<file path="src/rtl/serial_mod_detector.sv">
// Serial modulo-DIVISOR detector: consumes one framed bit per accepted cycle and
// keeps the running remainder, a divisibility flag, a bit count and a done pulse.
module serial_mod_detector #(
  parameter int DIVISOR   = 3,
  parameter bit LSB_FIRST = 1'b0,
  parameter int CNT_W     = 8,
  localparam int RW       = $clog2(DIVISOR)
) (
  input  logic             clk,
  input  logic             rst_n,
  input  logic             clr,
  input  logic             in_valid,
  input  logic             in_bit,
  input  logic             in_first,
  input  logic             in_last,
  output logic [RW-1:0]    rem,
  output logic             divisible,
  output logic [CNT_W-1:0] bit_cnt,
  output logic             busy,
  output logic             done
);

  if (DIVISOR < 2) begin : g_bad_divisor
    $error("serial_mod_detector: DIVISOR must be >= 2");
  end

  typedef enum logic {IDLE, ACTIVE} state_t;

  localparam logic [RW:0]      DIV     = (RW+1)'(DIVISOR);
  localparam logic [CNT_W-1:0] CNT_MAX = '1;

  state_t        state, state_nx;
  logic [RW-1:0] weight;
  logic [RW-1:0] base_r, base_w, r_nx, w_nx;
  logic [RW:0]   sum, dbl_w;
  logic          accept, new_num;

  // NOTE: every always_comb output gets a default first, so no path can infer a latch.
  always_comb begin
    accept  = in_valid && !clr;
    new_num = (state == IDLE) || in_first;
    base_r  = new_num ? '0 : rem;
    base_w  = new_num ? RW'(1) : weight;

    // Both operands are below DIVISOR, so the sum is below 2*DIVISOR: one subtract suffices.
    if (LSB_FIRST) sum = {1'b0, base_r} + (in_bit ? {1'b0, base_w} : '0);
    else           sum = {base_r, in_bit};
    r_nx  = (sum >= DIV) ? RW'(sum - DIV) : sum[RW-1:0];

    // For even DIVISOR the weight can collapse to 0 and stay there; that is harmless.
    dbl_w = {base_w, 1'b0};
    w_nx  = (dbl_w >= DIV) ? RW'(dbl_w - DIV) : dbl_w[RW-1:0];

    state_nx = state;
    if (clr) begin
      state_nx = IDLE;
    end else if (accept) begin
      state_nx = in_last ? IDLE : ACTIVE;
    end
  end

  // NOTE: sequential state uses non-blocking assignments so all registers update together.
  always_ff @(posedge clk or negedge rst_n) begin
    if (!rst_n) state <= IDLE;
    else        state <= state_nx;
  end

  always_ff @(posedge clk or negedge rst_n) begin
    if (!rst_n) begin
      rem       <= '0;
      divisible <= 1'b0;
      bit_cnt   <= '0;
      weight    <= RW'(1);
      done      <= 1'b0;
    end else if (clr) begin
      rem       <= '0;
      divisible <= 1'b0;
      bit_cnt   <= '0;
      weight    <= RW'(1);
      done      <= 1'b0;
    end else begin
      done <= in_valid && in_last;
      if (in_valid) begin
        rem       <= r_nx;
        divisible <= (r_nx == '0);
        weight    <= w_nx;
        if (new_num)               bit_cnt <= CNT_W'(1);
        else if (bit_cnt != CNT_MAX) bit_cnt <= bit_cnt + 1'b1;
      end
    end
  end

  assign busy = (state == ACTIVE);

endmodule
</file>
<file path="config.mk">
export PLATFORM = sky130hd
export DESIGN_NAME = serial_mod_detector
export DESIGN_NICKNAME = d
export VERILOG_FILES = /design/src/rtl/serial_mod_detector.sv
export SDC_FILE = /design/constraint.sdc
export NUM_CORES = 1
export LEC_CHECK = 0
export CAP_MARGIN = 15
export CORE_MARGIN = 2
export CORE_UTILIZATION = 40
export CTS_BUF_LIST = sky130_fd_sc_hd__clkbuf_4
export DETAILED_ROUTE_END_ITERATION = 16
export PLACE_DENSITY = 0.71
export SLEW_MARGIN = 15
export SYNTH_ARGS = -nofsm -noshare
export SYNTH_HDL_FRONTEND = slang
export SYNTH_SLANG_ARGS = --single-unit
</file>
<file path="constraint.sdc">
create_clock -name clk -period 1.6 [get_ports clk]
set_input_delay 0.32 -clock clk [delete_from_list [all_inputs] [get_ports clk]]
set_output_delay 0.32 -clock clk [all_outputs]
set_load 0.02 [all_outputs]
</file>
Yosys cells after proc, flatten, opt, wreduce, memory -nomap -nowiden
Index checks and enable logic that the tools add are counted.
Word-level totals
  flip-flop bits (word level): 13
  input bits: 7
  output and inout bits: 13
Cells by class
  add/sub/neg operators: 2
  order comparisons: 1
  equal/unequal tests: 1
  muxes and demuxes: 14
  bitwise operators: 1
  reductions and logical operators: 9
Operator list (number)
  8-bit 2-to-1 mux: 4
  8-bit by 1-bit adder with 8-bit output, second input constant: 1
  2-bit 2-to-1 mux: 4
  8-bit != test, second input constant: 1
  1-bit 2-to-1 mux: 6
  2-bit nonzero test: 2
  3-bit by 2-bit >= comparator with 1-bit output, second input constant: 1
  3-bit nonzero test: 1
  1-bit logical AND: 2
  2-bit zero test: 1
  2-bit AND reduction: 1
  2-bit subtractor, second input constant: 1
  1-bit zero test: 1
  1-bit logical OR: 1
  1-bit NOT: 1

Depth between registers and ports, before layout
  word-level depth: 8
  mapped depth: 8
  gate-level depth less buffers: 8

Worst setup path before layout
Ideal clock, no wire load.
  path type: register to register
  start point: reg state, in the netlist busy
  end point: reg divisible
  arrival: 1.746 ns
  data required time: 1.534 ns
  setup slack: -0.212 ns
  cell stages (with the launch flop): 8
  buffers on the path: 0
  cell sequence: dfrtp_1 -> nor2b_1 -> and2_1 -> ha_1 -> or2_2 -> a21o_1 -> o2bb2ai_1 -> and2_1
On the way
  longest elaborated chain between the ends: 8
  elaborated cells on any way between the ends: 9
Ends and longest elaborated chain
  start, declared: line 32  | state_t state, state_nx;
  start signal, assigned: line 65  | else state <= state_nx;
  1-bit NOT (*): line 41  | new_num = (state == IDLE) || in_first;
  1-bit logical OR (*): line 41
  2-bit 2-to-1 mux (*): line 42  | base_r = new_num ? '0 : rem;
  3-bit by 2-bit >= comparator with 1-bit output or 2-bit subtractor (tied branches): line 48  | r_nx = (sum >= DIV) ? RW'(sum - DIV) : sum[RW-1:0];
  2-bit 2-to-1 mux (*): line 48
  2-bit zero test (*): line 85  | divisible <= (r_nx == '0);
  1-bit 2-to-1 mux (*): line 83  | if (in_valid) begin
  1-bit 2-to-1 mux (*): line 75  | end else if (clr) begin
  end signal, assigned: line 85
  end, declared: line 17  | output logic divisible,
Mark *: on every way between the ends. The rest lies on a longest branch, timed or not. The select of a mux whose other input is x is not followed.
A chain may end at the register's enable or synchronous reset.

Worst setup path in the final report
Same ends and word-level chain as after synthesis.

==> results.toml <==
[status]
status = "finished, violations left"
violations = "negative setup slack"

[timing]
setup_viol = 1
clock_skew_ns = 0.00428
fmax_ghz = 0.615
worst_slack_ns = -0.0249
worstMarginPinSlew_ns = 0.328
min_period_ns = 1.62
rsz0062_at_grt = "true"
slew_headroom_pct = 78.1
fin_crit_sh_pct = 102
hold_viol = 0
report.final.slew_viol_count = 0

[yosys]
synth_top_flop_cell = "dfrtp_1"
ys_top_cells_by_count = "13 x dfrtp_1, 8 x nor2_1, 5 x nand3_1, 5 x o21ai_0, 3 x nor3_1"
synth_cell_types = 33
ys_ff_latch = 13
synth-edff-count = 0
async_reset_ff_share_pct = 100
syn_area_um2 = 709
synth_area_leader_cell = "dfrtp_1"
synth_area_leaders = "dfrtp_1 46%, nor2_1 4.2%, ha_1 3.5%"
yosysMostFrequentCell = "dfrtp_1"
syn_nets = 80
synth_cells = 71
yosysTopAreaCellShare_pct = 45.9
yosys_warnings = 0
yosysSeqAreaShare_pct = 45.9
synth.avg_cell_area_um2 = 9.99

[power_and_ir_drop]
ir_worst_vdd_mv = 0.482
power_density_mw_per_mm2 = 640
p_leak_nw = 0.561
finalPower_w = 0.000697

[cells_and_area]
instances_no_fill = 125
antenna_cells = 0
syn_to_final_growth_pct = 53.6
drive_gt1_share_pct = 31.5
final_area_mm2 = 0.00109
fin_nets = 118
final_util_pct = 64.5

[hold_path]
hold_path.class = "in2async"

[global_route]
grt_start_max_net_pins = 8
antenna_found_initial = 0
grt_pass1_wl_um = 2860
overflow = 0
grtUsageTotal_pct = 19.2
grt_pass1_vias = 667

[critical_path]
crit_type = "reg2reg"
end_kind = "register"
cp_data_required_time_ns = 1.82
crit_fanout = 2
crit_arrival_ns = 1.85
critPathLaunchType = "register"
ff2ff_setup_slack_ns = -0.02

[die]
dieArea_mm2 = 0.00213
io_pins = 20
die_y_um = 46.1
fp-row-count = 15
die_w_um = 46.1
fp.coreArea_mm2 = 0.00169
initial_core_util_pct = 42.0

[run]
maxCapViolCount = 0

[route]
wl_um = 1940
drt_pass1_iterations = 4
wl_per_cell_um = 15.5
drt_first_iter_violations = 17
vias_per_cell = 5.68
drc = 0
num_vias = 710
ant_nets = 0

[clock_network]
cts_sinks = 13
cts_hold_buffers = 0
clockBufferDepth = 2
root_buffer = "clkbuf_4"
numCtsBuffers = 3
h-tree-depth = 1
insertion_delay_ns = 0.28
path_clk_slew_ns = 0.08
cts_tree = "built"

[placement]
dp.cells = 121
gp_congestion = 0.810
place_area_mm2 = 0.00105
numPortBuffers = 19
dpl.hpwl_um = 1400
timing repair:
action / 4_1_cts / 5_1_grt
gates cloned: 0 / 0
pin swaps: 0 / 6
endpoints found under the setup margin: 12 / 6
resized for setup: 10 / 7
setup buffers: 0 / 0
final cells by class:
class                   count  area [µm²]
well taps                  17        21.3
clock buffers               4        30.0
fillers                   156         599
flip-flops and latches     13         329
repair buffers             35         303
multi-input cells          54         399
inverters                   2        7.51
critical path, cell delays in order (launching register included):
cell	delay [ns]
dfrtp_2	0.42
nor2b_4	0.13
and2_4	0.14
ha_4	0.20
or2_4	0.23
a21o_1	0.19
o2bb2ai_1	0.12
and2_1	0.13
cell usage in the layout, fill, tap and decap left out, drive strengths merged:
cell,count
buf,16
dfrtp,13
dlygate4sd2,10
nor2,8
clkdlybuf4s50,7
o21ai,6
nand3,5
clkbuf,4
a21oi,3
nor3,3
a211oi,3
nand2,2
inv,2
a41oi,2
a31oi,2
dlymetal6s2s,2
and2,2
and4,2
ha,2
nor2b,1
nand4,1
and3,1
nand2b,1
a22oi,1
and2b,1
o21bai,1
mux2i,1
or2,1
a21o,1
o211a,1
o2bb2ai,1
nor3b,1
a311oi,1
kinds of logic after synthesis:
| family | Yosys count | share of synthesized area (%) |
|---|---|---|
| AO/OA/AOI/OAI | 22 | 22.0 |
| AND/OR/NAND/NOR | 29 | 25.0 |
| multiplexers | 1 | 1.41 |
| flip-flops | 13 | 45.9 |
| adder cells (fa/ha/maj) | 2 | 3.53 |
| buffers and inverters | 4 | 2.12 |
routing by layer:
layer	track usage, %	vias to the layer above	share of wire, %
li1	-	343	-
met1	23.1	332	39
met2	31.7	28	54
met3	5.10	7	4.6
met4	8.57	0	2.7
met5	0	-	0
final timing paths:
kind | start | to | cells after the start
setup / recovery | busy$_DFFE_PN0P_ | divisible$_DFFE_PN0P_ | 7
hold / removal | rst_n | bit_cnt[3]$_DFFE_PN0P_ | 1
setup reg to reg | busy$_DFFE_PN0P_ | divisible$_DFFE_PN0P_ | 7
hold reg to reg | bit_cnt[0]$_DFFE_PN0P_ | bit_cnt[0]$_DFFE_PN0P_ | 2
max in group asynchronous | rst_n | rem[1]$_DFFE_PN0P_ | 2
min in group clk | in_last | done$_DFF_PN0_ | 3
sequential cells by signal (all words and copies together) (netlist names):
| signal | flops |
|---|---|
| done | 1 |
| busy | 1 |
| rem | 2 |
| divisible | 1 |
| bit_cnt | 8 |
stage by stage:
stage	hold slack, ns	TNS, ns	worst slack (ns)
floorplan	0.0244	-0.0856	-0.0735
global placement	0.562	-1.01	-0.394
detailed placement	0.580	-1.15	-0.433
CTS	0.295	-0.0831	-0.0831
global route	0.315	-0.123	-0.0835
finish	0.291	-0.0249	-0.0249
power breakdown:
group          internal (W)  switching [W]
Sequential         0.000338     0.00000643
Clock              0.000114       0.000113
Combinational     0.0000614      0.0000647
Total              0.000513       0.000184
No activity file was read; power rests on OpenSTA's default activity.
